==> src/rtl/sram_tx_frame_reader.sv <==
// sram_tx_frame_reader: pulls sync/length/payload words for one transmit frame
// out of the shared SRAM FIFO and hands the stream bytes to the radio TX path,
// one byte per tx_valid/tx_ready handshake.
module sram_tx_frame_reader #(
   parameter logic [15:0] SYNC_WORD    = 16'h2DD4,
   parameter int          WAIT_TIMEOUT = 65535
) (
   input  logic        clk,
   input  logic        reset,
   input  logic        tx_enable,
   output logic        SRAM_read,
   input  logic        SRAM_hint,
   input  logic [15:0] Data_from_sram,
   input  logic        SRAM_empty,
   output logic [7:0]  tx_len,
   output logic        tx_start,
   output logic [7:0]  tx_byte,
   output logic        tx_valid,
   input  logic        tx_ready,
   output logic        tx_done,
   output logic        tx_busy,
   output logic        frame_err,
   output logic [15:0] frames_sent,
   output logic [7:0]  err_count
);

   localparam int CW = $clog2(WAIT_TIMEOUT + 1);

   typedef enum logic [3:0] {
      IDLE,
      RD_SYNC,
      WAIT_SYNC,
      RD_LEN,
      WAIT_LEN,
      RD_DATA,
      WAIT_DATA,
      SEND_HI,
      SEND_LO,
      DONE
   } state_t;

   state_t        state_q, state_d;
   logic          sram_read_q, sram_read_d;
   logic [15:0]   word_q, word_d;
   logic [8:0]    remaining_q, remaining_d;
   logic [7:0]    tx_len_q, tx_len_d;
   logic          tx_start_q, tx_start_d;
   logic [7:0]    tx_byte_q, tx_byte_d;
   logic          tx_valid_q, tx_valid_d;
   logic          tx_done_q, tx_done_d;
   logic          tx_busy_q, tx_busy_d;
   logic          frame_err_q, frame_err_d;
   logic [15:0]   frames_sent_q, frames_sent_d;
   logic [7:0]    err_count_q, err_count_d;
   logic [CW-1:0] wait_cnt_q, wait_cnt_d;
   logic          err_req;
   logic          wait_expired;
   logic [CW-1:0] wait_cnt_inc;
   logic [7:0]    err_count_sat;

   assign wait_expired  = (wait_cnt_q == CW'(WAIT_TIMEOUT - 1));
   assign wait_cnt_inc  = wait_cnt_q + 1'b1;
   assign err_count_sat = (err_count_q == 8'hFF) ? err_count_q : err_count_q + 8'd1;

   // Next-state and next-output logic; any error request overrides the case
   // result and returns the reader to IDLE with the SRAM and radio handshakes dropped.
   always_comb begin
      state_d       = state_q;
      sram_read_d   = sram_read_q;
      word_d        = word_q;
      remaining_d   = remaining_q;
      tx_len_d      = tx_len_q;
      tx_start_d    = 1'b0;
      tx_byte_d     = tx_byte_q;
      tx_valid_d    = tx_valid_q;
      tx_done_d     = 1'b0;
      frame_err_d   = 1'b0;
      frames_sent_d = frames_sent_q;
      err_count_d   = err_count_q;
      wait_cnt_d    = '0;
      err_req       = 1'b0;

      case (state_q)
         IDLE: begin
            if (tx_enable && !SRAM_empty) begin
               state_d = RD_SYNC;
            end
         end

         RD_SYNC: begin
            if (!SRAM_empty) begin
               sram_read_d = 1'b1;
               state_d     = WAIT_SYNC;
            end
         end

         WAIT_SYNC: begin
            if (SRAM_hint) begin
               sram_read_d = 1'b0;
               if (Data_from_sram == SYNC_WORD) begin
                  state_d = RD_LEN;
               end else begin
                  err_req = 1'b1;
               end
            end else if (wait_expired) begin
               err_req = 1'b1;
            end else begin
               wait_cnt_d = wait_cnt_inc;
            end
         end

         RD_LEN: begin
            if (!SRAM_empty) begin
               sram_read_d = 1'b1;
               state_d     = WAIT_LEN;
            end
         end

         WAIT_LEN: begin
            if (SRAM_hint) begin
               sram_read_d = 1'b0;
               if (Data_from_sram[7:0] == 8'd0) begin
                  err_req = 1'b1;
               end else begin
                  tx_len_d    = Data_from_sram[7:0];
                  tx_start_d  = 1'b1;
                  remaining_d = {1'b0, Data_from_sram[7:0]};
                  state_d     = RD_DATA;
               end
            end else if (wait_expired) begin
               err_req = 1'b1;
            end else begin
               wait_cnt_d = wait_cnt_inc;
            end
         end

         RD_DATA: begin
            if (!SRAM_empty) begin
               sram_read_d = 1'b1;
               state_d     = WAIT_DATA;
            end else if (wait_expired) begin
               err_req = 1'b1;
            end else begin
               wait_cnt_d = wait_cnt_inc;
            end
         end

         WAIT_DATA: begin
            if (SRAM_hint) begin
               sram_read_d = 1'b0;
               word_d      = Data_from_sram;
               state_d     = SEND_HI;
            end else if (wait_expired) begin
               err_req = 1'b1;
            end else begin
               wait_cnt_d = wait_cnt_inc;
            end
         end

         SEND_HI: begin
            if (!tx_valid_q) begin
               tx_valid_d = 1'b1;
               tx_byte_d  = word_q[15:8];
            end else if (tx_ready) begin
               tx_valid_d  = 1'b0;
               remaining_d = remaining_q - 9'd1;
               state_d     = (remaining_q == 9'd1) ? DONE : SEND_LO;
            end
         end

         SEND_LO: begin
            if (!tx_valid_q) begin
               tx_valid_d = 1'b1;
               tx_byte_d  = word_q[7:0];
            end else if (tx_ready) begin
               tx_valid_d  = 1'b0;
               remaining_d = remaining_q - 9'd1;
               state_d     = (remaining_q == 9'd1) ? DONE : RD_DATA;
            end
         end

         DONE: begin
            tx_done_d     = 1'b1;
            frames_sent_d = frames_sent_q + 16'd1;
            state_d       = IDLE;
         end

         default: begin
            state_d = IDLE;
         end
      endcase

      if (err_req) begin
         sram_read_d = 1'b0;
         tx_valid_d  = 1'b0;
         frame_err_d = 1'b1;
         err_count_d = err_count_sat;
         state_d     = IDLE;
         wait_cnt_d  = '0;
      end

      tx_busy_d = (state_d != IDLE);
   end

   // Register state, counters and every output so the radio and SRAM see glitch-free signals.
   always_ff @(posedge clk) begin
      if (reset) begin
         state_q       <= IDLE;
         sram_read_q   <= 1'b0;
         word_q        <= 16'd0;
         remaining_q   <= 9'd0;
         tx_len_q      <= 8'd0;
         tx_start_q    <= 1'b0;
         tx_byte_q     <= 8'd0;
         tx_valid_q    <= 1'b0;
         tx_done_q     <= 1'b0;
         tx_busy_q     <= 1'b0;
         frame_err_q   <= 1'b0;
         frames_sent_q <= 16'd0;
         err_count_q   <= 8'd0;
         wait_cnt_q    <= '0;
      end else begin
         state_q       <= state_d;
         sram_read_q   <= sram_read_d;
         word_q        <= word_d;
         remaining_q   <= remaining_d;
         tx_len_q      <= tx_len_d;
         tx_start_q    <= tx_start_d;
         tx_byte_q     <= tx_byte_d;
         tx_valid_q    <= tx_valid_d;
         tx_done_q     <= tx_done_d;
         tx_busy_q     <= tx_busy_d;
         frame_err_q   <= frame_err_d;
         frames_sent_q <= frames_sent_d;
         err_count_q   <= err_count_d;
         wait_cnt_q    <= wait_cnt_d;
      end
   end

   assign SRAM_read   = sram_read_q;
   assign tx_len      = tx_len_q;
   assign tx_start    = tx_start_q;
   assign tx_byte     = tx_byte_q;
   assign tx_valid    = tx_valid_q;
   assign tx_done     = tx_done_q;
   assign tx_busy     = tx_busy_q;
   assign frame_err   = frame_err_q;
   assign frames_sent = frames_sent_q;
   assign err_count   = err_count_q;

endmodule

==> config.mk <==
export PLATFORM = sky130hd
export DESIGN_NAME = sram_tx_frame_reader
export DESIGN_NICKNAME = d
export VERILOG_FILES = /design/src/rtl/sram_tx_frame_reader.sv
export SDC_FILE = /design/constraint.sdc
export NUM_CORES = 1
export LEC_CHECK = 0
export CORE_UTILIZATION = 45
export CTS_CLUSTER_DIAMETER = 40
export DETAILED_ROUTE_END_ITERATION = 10
export PLACE_DENSITY = 0.68
export RECOVER_POWER = 50
export SLEW_MARGIN = 25
export SYNTH_ARGS = -nofsm -noshare
export SYNTH_HDL_FRONTEND = slang
export SYNTH_SLANG_ARGS = --single-unit
==> constraint.sdc <==
create_clock -name clk -period 3.98 [get_ports clk]
set_input_delay 0.597 -clock clk [delete_from_list [all_inputs] [get_ports clk]]
set_output_delay 0.597 -clock clk [all_outputs]
set_load 0.05 [all_outputs]
Word-level counts from Yosys, hierarchy flattened. Cells that the tools add are included.

Register bits: 91. Latch bits: 0. Memory bits (writable): 0. Bits in read-only memories: 0. Output and inout bits: 46. Logic and storage cells: 107. Memories: 0.

Add/sub/neg operators: 4. $mul: 0. Divide/modulo/power cells: 0. $lt $le $gt $ge: 0. Eq/ne operators: 21. Shift-type cells: 0. Muxes and demuxes: 45. Bitwise operators: 4. Reductions and logical operators: 19.

Operator list (number): 4-bit 2-to-1 mux (15); 16-bit 2-to-1 mux (3); 9-bit 2-to-1 mux (4); 4-bit one-hot mux with 9 select lines (1); 16-bit by 1-bit adder with 16-bit output, second input constant (2); 16-bit one-hot mux with 2 select lines (1); 9-bit one-hot mux with 2 select lines (1); 16-bit by 14-bit equality test with 1-bit output, second input constant (1); 16-bit equality test, second input constant (1); 4-bit by 3-bit equality test with 1-bit output, second input constant (4); 8-bit 2-to-1 mux (2); 8-bit one-hot mux with 2 select lines (1); 1-bit 2-to-1 mux (15); 2-bit != test, second input constant (5); 9-bit by 1-bit equality test with 1-bit output, second input constant (1); 3-bit AND reduction (3); 3-bit OR reduction (3); 9-bit by 1-bit subtractor with 9-bit output, second input constant (1); 8-bit by 1-bit adder with 8-bit output, second input constant (1); 4-bit by 2-bit equality test with 1-bit output, second input constant (2); 4-bit equality test, second input constant (2); 8-bit equality test, second input constant (1); 8-bit logical NOT (1); 2-bit by 1-bit != test with 1-bit output, second input constant (3); 12 further kinds (19).

Depth between registers and ports, before layout. Gate-level depths: netlist (run 1).

Depth after elaboration: 7. Mapped depth: 9. Depth with buffers taken out: 8.

Least setup slack after synthesis (run 1). OpenSTA, ideal clock, no wires.

Path type: input -> register. Start: in Data_from_sram[6]. End: reg err_count_q[3], in the netlist err_count[3]. Arrival: 1.983 ns. Required time: 3.859 ns. Path slack: 1.876 ns. Cell stages on the path: 7. Buffers on the path: 1. Path through: nor4_2 a21boi_0 a2bb2oi_2 a21oi_4 buf_6 nand3_4 mux2_4.

Word-level cells in the longest chain between the ends: 5. Elaborated cells between the ends (all ways): 8. Those cells by class: eq/ne: 1; mux: 5; reduce/logical: 2.

RTL lines: start: declaration (line 13) `input logic [15:0] Data_from_sram,`; 16-bit by 14-bit equality test with 1-bit output / 8-bit logical NOT (equally long branches) (line 100, 122); 1-bit 2-to-1 mux, on equally long branches (line 100, 122); 1-bit 2-to-1 mux, on equally long branches (line 98, 120); 1-bit one-hot mux with 4 select lines * (line 83) `case (state_q)`; 2-bit AND reduction (no line) *; end signal: assignment (line 235) `err_count_q <= err_count_d;`; end: declaration (line 54) `logic [7:0] err_count_q, err_count_d;`.

Mark *: on every way between the ends. The rest lies on a longest branch, timed or not. A chain may end at the register's enable or synchronous reset.

Worst setup path after layout (run 1).
Start: in SRAM_hint. End: reg word_q[7].

Word-level cells in the longest chain between the ends: 1.

RTL lines: start: declaration (line 12) `input logic SRAM_hint,`; 2-bit AND reduction (no line); end signal: assignment (line 225) `word_q <= word_d;`; end: declaration (line 44) `logic [15:0] word_q, word_d;`.

No other way between the ends.

==> flow_summary.yaml, run 1 <==
status:
  status: "completed"
global_route:
  grt_pass1_wl_um: 16000
  grt-ovfl-total: 0
  grt_pass1_vias: 3392
  grt_max_degree: 50
  grt_use_total: 0.202
  grt_antenna_before_repair: 0
cells_and_area:
  final_common_cell: "dfxtp_1"
  final_cell_mix: "dfxtp_1, nor2_1, dlygate4sd3_1, nand2_1, mux2i_1"
  n_antenna_cell: 0
  nFillCells: 844
  drive_gt1_frac: 0.0904
  nNetsFinal: 565
  area_growth_pct: 20.8
cts:
  clk_latency_ps: 360
  cts_buffer_depth: 2
  cts_buffers: 9
  root_buffer: "clkbuf_8"
  hold_buffers: 0
  htreeDepth: 3
  cts.sinks: 91
  cts_tree: "built"
  cts_resized: 0
  cts_setup_buffers: 0
  path_clk_slew_ps: 90
worst_setup_path:
  cp.arrival_ps: 2830
  cpPeakStageDelay_ps: 850
  path_class: "in2reg"
  cp-start-kind: "primary input"
  endpoint_kind: "register"
  rr_worst_depth: 6
  r2r_setup_slack_ps: 1450
  crit_required_ps: 4210
  crit_chain: "dlygate4sd3_1 -> nand3b_1 -> nor2_2 -> clkbuf_1 -> mux2i_1 -> nor2_1"
  crit_fanout: 16
  cp_slowest_cell: "clkbuf_1"
logic_synthesis:
  syn_nets: 506
  yosys.area_share.simple: 0.263
  synth.avg_cell_area_sq_um: 9.06
  synthArstFlopShare: 0
  yosysUniqueCellTypes: 71
  synth-xor-area-share: 0.0586
  synth-compound-area-share: 0.115
  synthAdderAreaFrac: 0.0173
  netlist_area_sq_um: 4330
  ys.flop_type: "dfxtp_1"
  postSynthCellCount: 478
  synth_top_family_by_area: "simple AND/OR/NAND/NOR gates"
  synth_edf_count: 0
  synth_seq_cells: 91
  ys_warn_count: 0
  synthMuxAreaShare: 0.0826
  seq_area_frac_synth: 0.420
routing:
  via_per_inst: 5.29
  wire_per_inst_um: 14.3
  vias: 3550
  firstDrtPassIters: 4
  wirelength_um: 9620
  drc_errors: 0
  drt_iter0_markers: 181
  ant_nets: 0
placed_design:
  gp_congestion: 0.856
  portBuffers: 67
  hpwl_um: 6860
die:
  initial_utilization: 0.467
  die_area_sq_um: 10000
  core_area_sq_um: 9280
  row_count: 35
  die_height_um: 100
  ios: 68
  die_w_um: 100
flow_run:
  max-cap-violations: 0
power:
  p_leak_nw: 1.86
  total_power_mw: 1.62
  p_per_area_nw_per_um2: 309
  ir_worst_vdd_uv: 238
timing:
  slew_violations: 0
  timing.hold.ws_ps: 485
  fin_crit_sh: 0.652
  worst_slew_pin_slew_ps: 1140
  max_freq_mhz: 385
  timing.slew.headroom: 0.240
  finalSetupTns_ps: 0
  setup_viol_count_final: 0
  rsz0062_at_grt: "no"
  finalClockSkew_ps: 6.12
  hold_viol: 0
  fin_crit_ps: 2600
min_path:
  min_path_cells: 1
  hold_class: "reg2reg"
## metrics by stage
step | util | instance area (sq um) | worst slack [ps] | std cells
3_3_place_gp | 0.544 | 5050 | 1110 | 655
5_1_grt | 0.564 | 5230 | 1200 | 671
4_1_cts | 0.565 | 5240 | 1430 | 671
2_1_floorplan | - | 4330 | 1880 | 478
6_report | 0.564 | 5230 | 1380 | 671
3_5_place_dp | 0.544 | 5050 | 1040 | 655
## state kept, by name, summed over array words and instances, names as in the netlist
register,flops
SRAM_read,1
err_count,8
frame_err,1
frames_sent,16
remaining_q,9
state_q,4
tx_busy,1
tx_byte,8
tx_done,1
tx_len,8
tx_start,1
tx_valid,1
wait_cnt_q,16
word_q,16
## Yosys cell counts, drive strengths merged (4+ instances only)
library cell,n,share of area
a2bb2oi,4,0.0095
nand2,34,0.029
buf,12,0.021
o21ai,11,0.014
and2,6,0.0090
nor3,10,0.013
a21oi,15,0.020
a211oi,10,0.017
nand4,12,0.021
dfxtp,91,0.42
inv,12,0.010
xor2,16,0.032
clkbuf,11,0.012
nand2b,4,0.0058
ha,6,0.017
nor4,9,0.021
xnor2,13,0.026
nor2,91,0.080
mux2i,32,0.074
and3,6,0.0090
a31o,4,0.0081
nand3,21,0.027
## cell type report
| cell class | count | area (sq um) | share of cell area |
|---|---|---|---|
| Timing Repair Buffer | 71 | 692 | 0.132 |
| Sequential cell | 91 | 1820 | 0.348 |
| Multi-Input combinational cell | 352 | 2320 | 0.443 |
| Clock buffer | 10 | 128 | 0.0244 |
| Inverter | 12 | 45.0 | 0.00861 |
| Clock inverter | 6 | 65.1 | 0.0124 |
| Tap cell | 129 | 161 | 0.0308 |
## where the power goes
group / internal [mW] / switching, mW / leakage, nW / total, mW
logic: 0.0346 / 0.0467 / 1.03 / 0.0813
clock network: 0.292 / 0.325 / 0.0966 / 0.617
registers: 0.913 / 0.00771 / 0.733 / 0.920
## routing by layer
| layer | vias up | part of all wire | GRT usage |
|---|---|---|---|
| met5 | - | 0 | 0 |
| met4 | 0 | 0.020 | 0.0725 |
| met3 | 16 | 0.038 | 0.0460 |
| met2 | 72 | 0.49 | 0.342 |
| met1 | 1668 | 0.45 | 0.252 |
| li1 | 1794 | - | - |
## worst paths after layout
| check | from | to |
|---|---|---|
| max reg2reg | state_q[1] | err_count[0] |
| max | SRAM_hint | word_q[7] |
| min reg2reg | wait_cnt_q[0] | wait_cnt_q[0] |
| min | wait_cnt_q[0] | wait_cnt_q[0] |
## kinds of logic (layout without fill, tap and decap cells)
logic type | count (synthesis) | count (layout)
AND/OR/NAND/NOR | 218 | 218
AO/OA/AOI/OAI | 64 | 64
multiplexers | 35 | 35
buffers and inverters | 35 | 99
flip-flops | 91 | 91
XOR/XNOR | 29 | 29
adder cells (fa/ha/maj) | 6 | 6
## worst max-delay path: cells and delay by family
kind / cells / cell delay [ps]
buffers and inverters: 2 / 1550
muxes: 1 / 290
and+or+nand+nor: 3 / 390
Power figures use the tool's default switching activity.
==> run 2, diff against run 1 <==
clock period = 2.39 ns   (was 3.98 ns; I/O delays follow)
==> flow_summary.yaml, run 2 (synthesis gave the netlist of run 1 again) <==
timing:
  fin_ws_ps: 224
  rsz0062_at_grt: "no"
  max_freq_mhz: 462
  setup_viol_count_final: 0
  worst_slew_pin_slew_ps: 714
  timing.slew.headroom: 0.524
  timing.hold.ws_ps: 387
  fin_crit_sh: 0.906
  hold_viol: 0
  finalClockSkew_ps: 11.6
  fin_crit_ps: 2170
  slew_violations: 0
cts:
  cts_buffers: 9
  cts_setup_buffers: 0
  path_clk_slew_ps: 90
  cts_tree: "built"
  cts.sinks: 91
  htreeDepth: 3
  root_buffer: "clkbuf_8"
  clk_latency_ps: 350
  cts_buffer_depth: 2
placed_design:
  portBuffers: 67
  dp_cells: 681
  hpwl_um: 7350
  pre_cts_slack_ps: -204
  placed_cell_area_sq_um: 5250
  gp_congestion: 0.867
routing:
  ant_nets: 0
  wirelength_um: 9890
  drc_errors: 0
  via_per_inst: 5.16
  vias: 3600
  wire_per_inst_um: 14.2
  firstDrtPassIters: 4
  drt_iter0_markers: 160
min_path:
  hold_class: "in2reg"
cells_and_area:
  nNetsFinal: 591
  design_area_sq_um: 5440
  final_cell_mix: "dfxtp_1, nor2_1, clkdlybuf4s50_1, nand2_1, mux2i_1"
  final_common_cell: "dfxtp_1"
  n_antenna_cell: 0
  final_cells: 697
  area_growth_pct: 25.6
  drive_gt1_frac: 0.132
worst_setup_path:
  cp_slowest_cell: "clkdlybuf4s50_1"
  crit_family: "compound AO/OA/AOI/OAI gates"
  cpPeakStageDelay_ps: 540
  cp.arrival_ps: 2420
  critical_path_buf_inv_count: 1
  cp-start-kind: "primary input"
  path_class: "in2reg"
  endpoint_kind: "register"
  crit_required_ps: 2640
  r2r_setup_slack_ps: 290
  crit_fanout: 10
  crit_chain: "clkdlybuf4s50_1 -> nor4_4 -> a21boi_0 -> a2bb2oi_2 -> a21oi_4 -> nand3_1 -> mux2_2"
power:
  p_per_area_nw_per_um2: 503
  total_power_mw: 2.74
  ir_worst_vdd_uv: 299
  p_leak_nw: 1.90
global_route:
  grt_antenna_before_repair: 0
  grt_use_total: 0.207
  grt_max_degree: 39
  grt_pass1_vias: 3517
  grt_pass1_wl_um: 16400
  grt-ovfl-total: 0
die:
  die_height_um: 100
  core_area_sq_um: 9280
  die_area_sq_um: 10000
  ios: 68
  row_count: 35
  die_w_um: 100
  initial_utilization: 0.467
status:
  status: "completed"
flow_run:
  max-cap-violations: 0
-- run 2: area by class of cell --
type	count	area, sq um
fill	869	3840
multi-input combinational	352	2330
sequential	91	1820
timing repair buffer	97	881
tap	129	161
clock buffer	10	128
clock inverter	6	71.3
inverter	12	45.0
-- run 2: worst paths after layout --
path                                        start            end  cells past startpoint
worst min-delay path                        reset   err_count[0]                      3
worst max-delay path            Data_from_sram[6]   err_count[4]                      7
worst min register to register      wait_cnt_q[0]  wait_cnt_q[0]                      1
worst max register to register         state_q[1]   err_count[4]                      6
-- run 2: worst reg2reg max path, cell delays in order, from the launching register on --
cell	delay [ps]
dfxtp_1	490
nand2b_1	150
or3_1	360
a31o_2	270
a21oi_4	310
nand3_1	140
mux2_2	290
-- run 2: through the flow --
step            util  TNS [ps]
2_1_floorplan      -         0
3_3_place_gp   0.565     -1160
3_5_place_dp   0.565     -1290
4_1_cts        0.586         0
5_1_grt        0.586         0
6_report       0.586         0
-- run 2: power breakdown --
part,switching [mW],leakage [nW],internal [mW]
registers,0.00656,0.733,1.52
logic,0.0899,1.07,0.0740
clock network,0.553,0.0935,0.493
-- run 2: metal layers --
layer,vias up,GRT usage,share of wire
li1,1847,-,-
met1,1691,0.251,0.45
met2,52,0.372,0.51
met3,10,0.0292,0.027
met4,0,0.0713,0.012
met5,-,0,0
-- run 2: what timing repair did --
item	4_1_cts	5_1_grt
setup endpoints to repair	0	1
gates resized for setup	0	1
hold buffers	0	0
endpoints found under the hold margin	0	0
